$ cat src/rtl/sifh_hist_engine_pkg.sv
// Shared definitions for the SIFH histogram engine: FSM encoding, default
// parameter values and the saturating bin-counter increment.
package sifh_hist_engine_pkg;

   localparam int NP_DEF      = 10;
   localparam int BIN_W_DEF   = 6;
   localparam int PIX_NUM_DEF = 4;
   localparam int CNT_W_DEF   = 8;
   localparam int ACQ_NUM_DEF = 2;

   typedef enum logic [2:0] {
      IDLE,
      CLEAR,
      ACCUM,
      DRAIN,
      SCAN
   } state_t;

   // Increment that sticks at the all-ones value of a width-bit counter.
   function automatic logic [31:0] satInc(input logic [31:0] val, input int width);
      logic [31:0] maxVal;
      maxVal = (32'd1 << width) - 32'd1;
      return (val >= maxVal) ? maxVal : val + 32'd1;
   endfunction

endpackage

$ cat src/rtl/sifh_peak_tracker.sv
// Running maximum over one pixel's bins; restarts when bin 0 arrives.
// Peak result registered one cycle after the last bin; no backpressure, holds until the next peak.
module sifh_peak_tracker #(
   parameter int PIX_W = 2,
   parameter int BIN_W = 6,
   parameter int CNT_W = 8
) (
   input  logic             clk,
   input  logic             res,
   input  logic             dataVld,
   input  logic [PIX_W-1:0] dataPix,
   input  logic [BIN_W-1:0] dataBin,
   input  logic [CNT_W-1:0] dataCnt,
   output logic             peakVld,
   output logic [PIX_W-1:0] peakPix,
   output logic [BIN_W-1:0] peakBin,
   output logic [CNT_W-1:0] peakCnt
);

   logic [BIN_W-1:0] bestBin;
   logic [CNT_W-1:0] bestCnt;
   logic [BIN_W-1:0] nextBin;
   logic [CNT_W-1:0] nextCnt;
   logic             firstBin;
   logic             lastBin;
   logic             take;

   // Strictly-greater compare, so on a tie the earlier (lower) bin is kept.
   assign firstBin = (dataBin == '0);
   assign lastBin  = (dataBin == '1);
   assign take     = firstBin | (dataCnt > bestCnt);
   assign nextBin  = take ? dataBin : bestBin;
   assign nextCnt  = take ? dataCnt : bestCnt;

   always_ff @(posedge clk or negedge res) begin
      if (!res) begin
         bestBin <= '0;
         bestCnt <= '0;
         peakVld <= 1'b0;
         peakPix <= '0;
         peakBin <= '0;
         peakCnt <= '0;
      end else begin
         peakVld <= 1'b0;
         if (dataVld) begin
            bestBin <= nextBin;
            bestCnt <= nextCnt;
            if (lastBin) begin
               peakVld <= 1'b1;
               peakPix <= dataPix;
               peakBin <= nextBin;
               peakCnt <= nextCnt;
            end
         end
      end
   end

endmodule

$ cat src/rtl/sifh_hist_engine.sv
// Per-pixel timestamp histogram: clear, accumulate ACQ_NUM acquisitions, then clear-on-read peak scan.
// One sample/cycle read-modify-write (write one cycle after read); in_ready high only while accumulating.
module sifh_hist_engine
   import sifh_hist_engine_pkg::*;
#(
   parameter int NP       = NP_DEF,
   parameter int BIN_W    = BIN_W_DEF,
   parameter int PIX_NUM  = PIX_NUM_DEF,
   parameter int CNT_W    = CNT_W_DEF,
   parameter int ACQ_NUM  = ACQ_NUM_DEF,
   localparam int PIX_W   = (PIX_NUM > 1) ? $clog2(PIX_NUM) : 1,
   localparam int ADDR_W  = PIX_W + BIN_W
) (
   input  logic              clk,
   input  logic              res,
   input  logic              start,
   input  logic              in_valid,
   output logic              in_ready,
   input  logic [PIX_W-1:0]  in_pix,
   input  logic [NP-1:0]     in_ts,
   input  logic              acq_end,
   output logic              mem_ren,
   output logic [ADDR_W-1:0] mem_raddr,
   input  logic [CNT_W-1:0]  mem_rdata,
   output logic              mem_wen,
   output logic [ADDR_W-1:0] mem_waddr,
   output logic [CNT_W-1:0]  mem_wdata,
   output logic              peak_valid,
   output logic [PIX_W-1:0]  peak_pix,
   output logic [BIN_W-1:0]  peak_bin,
   output logic [CNT_W-1:0]  peak_count,
   output logic              busy,
   output logic              done
);

   localparam int DEPTH = PIX_NUM << BIN_W;
   localparam int ACQ_W = $clog2(ACQ_NUM) + 1;
   localparam logic [ADDR_W-1:0] LAST_ADDR = ADDR_W'(DEPTH - 1);
   localparam logic [ACQ_W-1:0]  LAST_ACQ  = ACQ_W'(ACQ_NUM - 1);
   localparam logic [PIX_W-1:0]  LAST_PIX  = PIX_W'(PIX_NUM - 1);

   state_t            state;
   logic [ADDR_W-1:0] addrCnt;
   logic              scanRdDone;
   logic [ACQ_W-1:0]  acqCnt;
   logic              p1Vld;
   logic [ADDR_W-1:0] p1Addr;
   logic              s1Vld;
   logic [ADDR_W-1:0] s1Addr;
   logic              lastWen;
   logic [ADDR_W-1:0] lastWaddr;
   logic [CNT_W-1:0]  lastWdata;

   logic              accept;
   logic              pixOk;
   logic              sampleRd;
   logic              scanRd;
   logic [ADDR_W-1:0] sampleAddr;
   logic [CNT_W-1:0]  oldCnt;
   logic              unusedTsBits;

   assign in_ready = (state == ACCUM);
   assign busy     = (state != IDLE);

   assign accept       = in_valid & in_ready;
   assign pixOk        = ({1'b0, in_pix} < (PIX_W + 1)'(PIX_NUM));
   assign sampleRd     = accept & pixOk;
   assign sampleAddr   = {in_pix, in_ts[NP-1 -: BIN_W]};
   assign unusedTsBits = ^in_ts;
   assign scanRd       = (state == SCAN) & ~scanRdDone;

   assign mem_ren   = sampleRd | scanRd;
   assign mem_raddr = scanRd ? addrCnt : (sampleRd ? sampleAddr : '0);

   // The RAM returns pre-write data when a read meets a write to the same
   // address, so the previous cycle's write is the up-to-date value.
   assign oldCnt = (lastWen && lastWaddr == p1Addr) ? lastWdata : mem_rdata;

   always_comb begin
      mem_wen   = 1'b0;
      mem_waddr = '0;
      mem_wdata = '0;
      if (state == CLEAR) begin
         mem_wen   = 1'b1;
         mem_waddr = addrCnt;
      end else if (p1Vld) begin
         mem_wen   = 1'b1;
         mem_waddr = p1Addr;
         mem_wdata = CNT_W'(satInc(32'(oldCnt), CNT_W));
      end else if (s1Vld) begin
         mem_wen   = 1'b1;
         mem_waddr = s1Addr;
      end
   end

   always_ff @(posedge clk or negedge res) begin
      if (!res) begin
         state      <= IDLE;
         addrCnt    <= '0;
         scanRdDone <= 1'b0;
         acqCnt     <= '0;
         p1Vld      <= 1'b0;
         p1Addr     <= '0;
         s1Vld      <= 1'b0;
         s1Addr     <= '0;
         lastWen    <= 1'b0;
         lastWaddr  <= '0;
         lastWdata  <= '0;
         done       <= 1'b0;
      end else begin
         done      <= 1'b0;
         lastWen   <= mem_wen;
         lastWaddr <= mem_waddr;
         lastWdata <= mem_wdata;
         p1Vld     <= sampleRd;
         p1Addr    <= sampleAddr;
         s1Vld     <= scanRd;
         s1Addr    <= addrCnt;
         case (state)
            IDLE: begin
               if (start) begin
                  state   <= CLEAR;
                  addrCnt <= '0;
                  acqCnt  <= '0;
               end
            end
            CLEAR: begin
               if (addrCnt == LAST_ADDR) begin
                  state   <= ACCUM;
                  addrCnt <= '0;
               end else begin
                  addrCnt <= addrCnt + ADDR_W'(1);
               end
            end
            ACCUM: begin
               if (acq_end) begin
                  if (acqCnt == LAST_ACQ) begin
                     state  <= DRAIN;
                     acqCnt <= '0;
                  end else begin
                     acqCnt <= acqCnt + ACQ_W'(1);
                  end
               end
            end
            DRAIN: begin
               state      <= SCAN;
               addrCnt    <= '0;
               scanRdDone <= 1'b0;
            end
            SCAN: begin
               if (!scanRdDone) begin
                  if (addrCnt == LAST_ADDR) begin
                     scanRdDone <= 1'b1;
                  end else begin
                     addrCnt <= addrCnt + ADDR_W'(1);
                  end
               end
               if (peak_valid && peak_pix == LAST_PIX) begin
                  state <= IDLE;
                  done  <= 1'b1;
               end
            end
            default: state <= IDLE;
         endcase
      end
   end

   sifh_peak_tracker #(
      .PIX_W (PIX_W),
      .BIN_W (BIN_W),
      .CNT_W (CNT_W)
   ) peakTracker (
      .clk     (clk),
      .res     (res),
      .dataVld (s1Vld),
      .dataPix (s1Addr[ADDR_W-1 -: PIX_W]),
      .dataBin (s1Addr[BIN_W-1:0]),
      .dataCnt (mem_rdata),
      .peakVld (peak_valid),
      .peakPix (peak_pix),
      .peakBin (peak_bin),
      .peakCnt (peak_count)
   );

endmodule

$ cat config.mk
export PLATFORM = sky130hd
export DESIGN_NAME = sifh_hist_engine
export DESIGN_NICKNAME = d
export VERILOG_FILES = /design/src/rtl/sifh_hist_engine_pkg.sv /design/src/rtl/sifh_peak_tracker.sv /design/src/rtl/sifh_hist_engine.sv
export SDC_FILE = /design/constraint.sdc
export NUM_CORES = 1
export LEC_CHECK = 0
export ABC_AREA = 1
export CAP_MARGIN = 20
export CORE_UTILIZATION = 53
export DETAILED_ROUTE_END_ITERATION = 10
export PLACE_DENSITY = 0.92
export SLEW_MARGIN = 20
export SYNTH_ARGS = -nofsm -noshare
export SYNTH_HDL_FRONTEND = slang
export SYNTH_HIERARCHICAL = 1
export SYNTH_SLANG_ARGS = --single-unit
$ cat constraint.sdc
create_clock -name clk -period 2.5 [get_ports clk]
set_clock_uncertainty 0.2 [all_clocks]
set_input_delay 0.5 -clock clk [delete_from_list [all_inputs] [get_ports clk]]
set_output_delay 0.5 -clock clk [all_outputs]
set_load 0.1 [all_outputs]
==> impl_metrics.json, run 1 <==
{
  "status": "aborted with a tool error",
  "stop_stage": "global routing",
  "first-error": "[ERROR GRT-0232] Routing congestion too high. Check the congestion heatmap in the GUI.",
  "cts_made_buffers": 9,
  "grt.overflow.total": 42,
  "clk_path_buf_depth": 2,
  "synth-compound-area-share_pct": 7.86,
  "die_x_um": 91.5,
  "ios": 71,
  "syn_avg_cell_area_um2": 8.11,
  "seq_area_frac_synth_pct": 47.7,
  "post_dp_cell_area_um2": 6010,
  "synthXorXnorAreaFrac_pct": 1.83,
  "grt_usage_pct": 63.1,
  "synth_fa_ha_area_share_pct": 2.94,
  "synth_cell_type_count": 39,
  "worst_endpoint_kind": "primary output",
  "synth_area_um2": 4250,
  "start_util_pct": 55.0,
  "cts_sinks": 81,
  "crit_endpoint": "mem_wdata[7]",
  "root_buffer": "clkbuf_8",
  "yosys_warnings": 6,
  "dieHeight_um": 91.5,
  "num_rows": 32,
  "gp_congestion": 0.898,
  "portBuffers": 66,
  "synth-seq-cells": 81,
  "syn_inst": 524,
  "grt_max_degree": 37,
  "syn_nets": 559,
  "synth_simple_gate_area_share_pct": 30.8,
  "h-tree-depth": 3,
  "synth_top_family_by_area": "simple AND/OR/NAND/NOR gates",
  "dp_hpwl_um": 8910,
  "synth.mux.area_fraction_pct": 0
}
[kinds of logic after synthesis]
| kind of cell | Yosys count |
|---|---|
| AND/OR/NAND/NOR | 279 |
| buffers and inverters | 90 |
| flip-flops | 81 |
| AO/OA/AOI/OAI | 56 |
| adder cells (fa/ha/maj) | 10 |
| XOR/XNOR | 8 |
[through the flow]
| step | setup WS [ns] | cells |
|---|---|---|
| after floorplan | -0.452 | 524 |
| after global placement | -0.296 | 731 |
| after CTS | -0.703 | 773 |
| after detailed placement | -0.383 | 731 |
[routing by layer]
layer,GRT overflow,track usage (%)
met5,0,8.97
met3,0,37.2
met2,18,89.0
met4,23,68.5
met1,1,59.7
[synth_stat cells]
cell type      count  area, um2
o221ai_1           6       52.6
clkbuf_1           2       7.51
a21o_1             1       7.51
nor4_4             2       42.5
nand2_2            7       43.8
o21ai_0           13       65.1
nor2_4             4       45.0
buf_4              1       7.51
dlygate4sd1_1      1       8.76
a21boi_2           1       11.3
nand2_1          154        578
clkinv_1           1       3.75
nor2_2             2       12.5
a211oi_1           1       7.51
nor2_1            31        116
a21oi_1           27        135
a22oi_1            2       15.0
o21ai_2            2       17.5
xor2_2             1       16.3
nand3_1           60        300
clkinv_2           1       5.00
buf_2              4       20.0
xnor2_1            1       8.76
o31ai_1            2       15.0
nor4_1             2       12.5
inv_4              1       6.26
o211ai_1           1       7.51
nand3_4            2       35.0
nor3_2             2       20.0
inv_1             66        248
nand3_2            4       40.0
buf_6              3       33.8
xor2_1             6       52.6
dfrtp_1           81       2030
nand4_1            3       18.8
nor3_1             4       20.0
inv_2             10       37.5
nand2_4            2       22.5
ha_1              10        125
[repair_timing]
| item | 4_1_cts |
|---|---|
| hold buffers | 1 |
| setup endpoints to repair | 24 |
| gates cloned | 2 |
| pin swaps | 29 |
| endpoints found under the hold margin | 34 |
| resized for setup | 64 |
| buffers inserted | 24 |
==> run 2: changes to the inputs <==
--- a/config.mk
+++ b/config.mk
@@ -7,9 +7,9 @@
 export LEC_CHECK = 0
 export ABC_AREA = 1
 export CAP_MARGIN = 20
-export CORE_UTILIZATION = 53
+export CORE_UTILIZATION = 40
 export DETAILED_ROUTE_END_ITERATION = 10
-export PLACE_DENSITY = 0.92
+export PLACE_DENSITY_LB_ADDON = 0.15
 export SLEW_MARGIN = 20
 export SYNTH_ARGS = -nofsm -noshare
 export SYNTH_HDL_FRONTEND = slang
==> impl_metrics.json, run 2 <==
{
  "status": "complete, but fails checks",
  "failed_checks": "negative setup slack",
  "crit_path_top_delay_cell": "dfrtp_1",
  "tightest_slew_ns": 0.562,
  "n_antenna_cell": 0,
  "ys_async_sr_fraction_pct": 100,
  "power.density_nw_per_um2": 370,
  "seqPwrFrac_pct": 51.0,
  "crit_start": "p1Addr[3]",
  "syn_inst": 524,
  "portBuffers": 66,
  "hold_viol": 0,
  "cts_tree": "done",
  "synth_top_cell_by_area": "dfrtp_1",
  "grt_usage_pct": 23.4,
  "crit_path_frequent_cell": "nand2_2",
  "crit_path_max_fanout": 6,
  "max_stage_delay_ns": 0.40,
  "yosys_warnings": 6,
  "min_period_ns": 3.26,
  "ir_drop_uv": 263,
  "syn_avg_cell_area_um2": 8.11,
  "grt_setup_unrepaired": "true",
  "synth-seq-cells": 81,
  "grt.overflow.total": 0,
  "synth_cell_type_count": 39,
  "final_max_slew_viol_count": 0,
  "grt_max_degree": 35,
  "synth.area.top_cells": "dfrtp_1 48%, nand2_1 14%, nand3_1 7.1%",
  "startpoint_type": "register",
  "utilization_pct": 67.7,
  "hold_class": "register to register",
  "grt_pass1_vias": 4176,
  "fin_ws_ns": -0.755,
  "end_kind": "output pin",
  "drive_above_1_share_pct": 39.7,
  "grt_pass1_wl_um": 20000,
  "dp_hpwl_um": 8220,
  "fmax_mhz": 307,
  "endpoint": "mem_wdata[6]",
  "maxCapViolCount": 0,
  "power.share.clock_pct": 40.9,
  "start_util_pct": 41.2,
  "fin_crit_sh_pct": 130,
  "drc_errors": 0,
  "crit_chain": "nand2_1 > nand2_2 > nor2_2 > nand2_2 > nor2_4 > nand3_2 > nand2_2 > ha_4 > nand2_4 > nor2_4 > buf_4 > a21oi_2 > nor3_4 > buf_12",
  "root_buffer": "clkbuf_8",
  "synthFlopType": "dfrtp_1",
  "antenna_found_initial": 0,
  "core_um2": 10300,
  "synthTopCellsByCount": "154 x nand2_1, 81 x dfrtp_1, 66 x inv_1",
  "yosysTopAreaCellShare_pct": 47.7,
  "clk_pin_slew_ns": 0.09,
  "arrival_ns": 2.56,
  "ff2ff_path_depth": 14,
  "finalSetupTns_ns": -6.90,
  "clock_latency_ns": 0.38,
  "synth_area_um2": 4250,
  "r2r-end": "lastWdata[6]",
  "path_depth": 14,
  "cts_sinks": 81,
  "postRouteAntennaNets": 0,
  "num_vias": 4099,
  "cp.buffers_inverters": 2,
  "gp_congestion": 0.891,
  "r2r_slack_ns": 0.19,
  "max-slew-margin-rel_pct": 62.3,
  "wl_per_cell_um": 14.7,
  "syn2layout_area_growth_pct": 64.6,
  "via_per_inst": 5.00,
  "h-tree-depth": 3,
  "rr_startpoint": "p1Addr[3]",
  "ios": 71,
  "dieHeight_um": 105,
  "syn_nets": 559,
  "cp_top_family": "simple AND/OR/NAND/NOR gates",
  "switching_share_pct": 24.0,
  "switchingPower_w": 0.000621,
  "crit_required_ns": 1.80,
  "drt_iter0_markers": 180,
  "cts_made_buffers": 9,
  "final_common_cell": "nand2_1",
  "synth_edf_count": 0,
  "clk_path_buf_depth": 2,
  "p_comb_share_pct": 8.1,
  "layout.nets": 714,
  "setup_viol": 24,
  "p_leak_nw": 3.29,
  "drt_wl_total_um": 12000,
  "critPathKind": "register to output pin",
  "final_cell_mix": "135 x nand2_1, 87 x buf_4, 78 x dfrtp_1, 59 x inv_1, 51 x nand3_1",
  "seq_area_frac_synth_pct": 47.7,
  "first_pass_iters": 4,
  "die_x_um": 105,
  "die_area_um2": 11000,
  "internal-power_w": 0.00197,
  "num_rows": 37,
  "yosysMostFrequentCell": "nand2_1"
}
==> run 2: power by group through the flow <==
stage	Sequential, W	Combinational [W]	Clock (W)
after floorplan	0.00135	0.0000681	0
after global placement	0.00135	0.000185	0
after detailed placement	0.00135	0.000190	0
after CTS	0.00132	0.000202	0.00106
after global routing	0.00132	0.000231	0.00111
final	0.00132	0.000209	0.00106
==> run 2: metrics by stage <==
stage | power (W) | worst slack (ns) | hold slack (ns) | cells | area (um2)
detailed placement | 0.00154 | -0.358 | 0.188 | 766 | 6040
finish | 0.00259 | -0.755 | 0.208 | 819 | 6990
CTS | 0.00259 | -0.642 | 0.207 | 809 | 6790
global route | 0.00267 | -0.921 | 0.221 | 819 | 6990
floorplan | 0.00141 | -0.452 | 0.00441 | 524 | 4660
global placement | 0.00153 | -0.315 | 0.187 | 766 | 6040
==> run 2: cell type report <==
type / instances / area [um2]
clock buffer: 10 / 128
clock inverter: 5 / 82.6
fill: 789 / 3330
inverter: 79 / 324
multi-input combinational: 353 / 2490
sequential: 81 / 2030
tap: 136 / 170
timing repair buffer: 155 / 1770
==> run 2: metal layers <==
layer	up-vias	routed length (um)	track usage, %
met5	-	0	0
met3	23	389	3.12
met2	94	6300	42.2
met4	0	326	10.2
li1	1993	-	-
met1	1989	5000	27.6
==> run 2: logic make-up (layout without fill, tap and decap cells) <==
group           Yosys count  in the layout  synth area share [%]
fa+ha+maj                10             10                  2.94
compound gates           56             56                  7.86
xor+xnor                  8              8                  1.83
buf+inv                  90            249                  8.89
simple gates            279            279                  30.8
flops                    81             81                  47.7
==> run 2: worst min-delay path by stage <==
| stage | start | to | slack (ns) | depth (start not counted) |
|---|---|---|---|---|
| after floorplan | res | acqCnt[0] | 0.004 | 0 |
| after global placement | addrCnt[5] | s1Addr[5] | 0.19 | 0 |
| after detailed placement | addrCnt[5] | s1Addr[5] | 0.19 | 0 |
| after CTS | addrCnt[5] | s1Addr[5] | 0.21 | 0 |
| after global routing | addrCnt[5] | s1Addr[5] | 0.22 | 0 |
| final | addrCnt[5] | s1Addr[5] | 0.21 | 0 |
==> run 2: timing repair <==
item,4_1_cts,5_1_grt
setup buffers,26,10
resized for setup,55,24
hold buffers,1,0
setup endpoints to repair,25,25
pin swaps,15,16
gates cloned,2,1
endpoints found under the hold margin,30,0
Note: power is estimated with default switching activity, not from simulation.
==> run 3: changes to the inputs <==
--- a/config.mk
+++ b/config.mk
@@ -8,7 +8,9 @@
 export ABC_AREA = 1
 export CAP_MARGIN = 20
 export CORE_UTILIZATION = 40
+export CTS_CLUSTER_DIAMETER = 120
 export DETAILED_ROUTE_END_ITERATION = 10
+export GPL_TIMING_DRIVEN = 0
 export PLACE_DENSITY_LB_ADDON = 0.15
 export SLEW_MARGIN = 20
 export SYNTH_ARGS = -nofsm -noshare
==> impl_metrics.json, run 3 (same netlist as run 2, synthesis figures left out) <==
{
  "status": "complete, but fails checks",
  "failed_checks": "negative setup slack",
  "cp.buffers_inverters": 2,
  "design_area_um2": 6720,
  "n_antenna_cell": 0,
  "seqPwrFrac_pct": 53.1,
  "syn2layout_area_growth_pct": 58.1,
  "grt_pass1_vias": 3961,
  "power.density_nw_per_um2": 371,
  "drive_above_1_share_pct": 35.2,
  "switching_share_pct": 24.4,
  "crit_required_ns": 1.80,
  "grt_setup_unrepaired": "true",
  "dp_hpwl_um": 7640,
  "root_buffer": "clkbuf_8",
  "wl_per_cell_um": 14.3,
  "tightest_slew_ns": 0.952,
  "grt_pass1_wl_um": 19200,
  "max-slew-margin-rel_pct": 36.8,
  "end_kind": "output pin",
  "grt_usage_pct": 22.3,
  "core_um2": 10300,
  "p_leak_nw": 3.09,
  "fin_hold_ws_ns": 0.223,
  "switchingPower_w": 0.000608,
  "maxCapViolCount": 0,
  "num_vias": 3935,
  "min_period_ns": 3.16,
  "ios": 71,
  "crit_path_top_delay_cell": "dfrtp_1",
  "antenna_found_initial": 0,
  "drc_errors": 0,
  "max_stage_delay_ns": 0.43,
  "drt_wl_total_um": 11400,
  "crit_chain": "xor2_2 > nor2_4 > buf_4 > nand3_1 > nand2_2 > nand2_4 > nor2_4 > nand2_8 > nand2_4 > nor2_4 > nor2_4 > buf_12",
  "final_max_slew_viol_count": 0,
  "clock_latency_ns": 0.35,
  "critPathKind": "register to output pin",
  "clk_pin_slew_ns": 0.08,
  "final_cell_mix": "132 x nand2_1, 77 x dfrtp_1, 58 x inv_1, 51 x nand3_1, 41 x buf_4",
  "num_rows": 37,
  "start_util_pct": 41.2,
  "dieHeight_um": 105,
  "first_pass_iters": 5,
  "fin_crit_sh_pct": 126,
  "postRouteAntennaNets": 0,
  "fin_ws_ns": -0.657,
  "grt.overflow.total": 0,
  "power.share.clock_pct": 39.8,
  "h-tree-depth": 3,
  "via_per_inst": 4.93,
  "grt_max_degree": 42,
  "crit_path_frequent_cell": "nor2_4",
  "die_area_um2": 11000,
  "crit_path_max_fanout": 7,
  "fmax_mhz": 317,
  "cts_made_buffers": 9,
  "drt_iter0_markers": 156,
  "startpoint_type": "register",
  "clk_path_buf_depth": 2,
  "arrival_ns": 2.46,
  "ir_drop_uv": 305,
  "die_x_um": 105,
  "final_common_cell": "nand2_1",
  "post_dp_cell_area_um2": 5510,
  "layout.nets": 692,
  "p_comb_share_pct": 7.1,
  "gp_congestion": 0.854,
  "internal-power_w": 0.00188,
  "portBuffers": 66,
  "hold_class": "register to register",
  "cp_top_family": "simple AND/OR/NAND/NOR gates",
  "setup_viol": 22,
  "cts_sinks": 81,
  "cts_tree": "done",
  "hold_viol": 0
}
-- run 3: final cells by class --
class,count,area (um2)
multi-input combinational,354,2460
sequential,81,2030
tap,136,170
clock inverter,5,62.6
fill,832,3610
timing repair buffer,121,1400
buffer,11,131
inverter,79,327
clock buffer,11,141
-- run 3: worst reg2reg max path, cell delays in order, from the launching register on --
cell and delay (ns):
dfrtp_1 0.43, xor2_2 0.18, nor2_4 0.26, buf_4 0.19
nand3_1 0.08, nand2_2 0.13, nand2_4 0.08, nor2_4 0.20
nand2_8 0.13, nand2_4 0.09, nor2_4 0.04, nor2_4 0.12
buf_4 0.12
-- run 3: metrics by stage --
| step | power [W] | setup TNS [ns] | cells | util (%) | setup WS (ns) |
|---|---|---|---|---|---|
| 2_1_floorplan | 0.00141 | -4.77 | 524 | - | -0.452 |
| 3_3_place_gp | 0.00149 | -212.77 | 726 | 53.2 | -2.54 |
| 3_5_place_dp | 0.00150 | -31.67 | 727 | 53.3 | -1.34 |
| 4_1_cts | 0.00251 | -6.22 | 782 | 62.8 | -0.651 |
| 5_1_grt | 0.00260 | -9.17 | 798 | 65.1 | -0.819 |
| 6_report | 0.00249 | -6.74 | 798 | 65.1 | -0.657 |
-- run 3: routing by layer --
layer | wire length (um) | global-route usage (%) | up-vias | share of wire (%)
li1 | - | - | 1950 | -
met1 | 5030 | 29.2 | 1876 | 44
met2 | 5800 | 38.3 | 99 | 51
met3 | 482 | 3.81 | 10 | 4.2
met4 | 125 | 5.33 | 0 | 1.1
met5 | 0 | 0 | - | 0
-- run 3: timing repair --
action,4_1_cts,5_1_grt
gates resized for setup,307,39
pin swaps,29,18
endpoints found under the setup margin,46,47
hold buffers,1,0
hold endpoints to repair,40,0
setup buffers,36,19
cloned,2,0
-- run 3: worst paths after layout --
kind / startpoint / end / slack, ns / cells after the start
worst max-delay path: p1Addr[4] / mem_wdata[7] / -0.66 / 12
max in group asynchronous: res / s1Vld / 1.01 / 3
worst max register to register: p1Addr[4] / lastWdata[7] / 0.21 / 12
worst min-delay path: addrCnt[0] / s1Addr[0] / 0.22 / 0
min in group asynchronous: res / peakTracker/peakCnt[5] / 0.46 / 2
worst min register to register: addrCnt[0] / s1Addr[0] / 0.22 / 0
-- run 3: power groups by stage --
stage	combinational [W]	clock, W	sequential (W)
finish	0.000177	0.000991	0.00132
global route	0.000197	0.00108	0.00132
CTS	0.000173	0.00102	0.00132
detailed placement	0.000151	0	0.00135
global placement	0.000146	0	0.00135
floorplan	0.0000681	0	0.00135
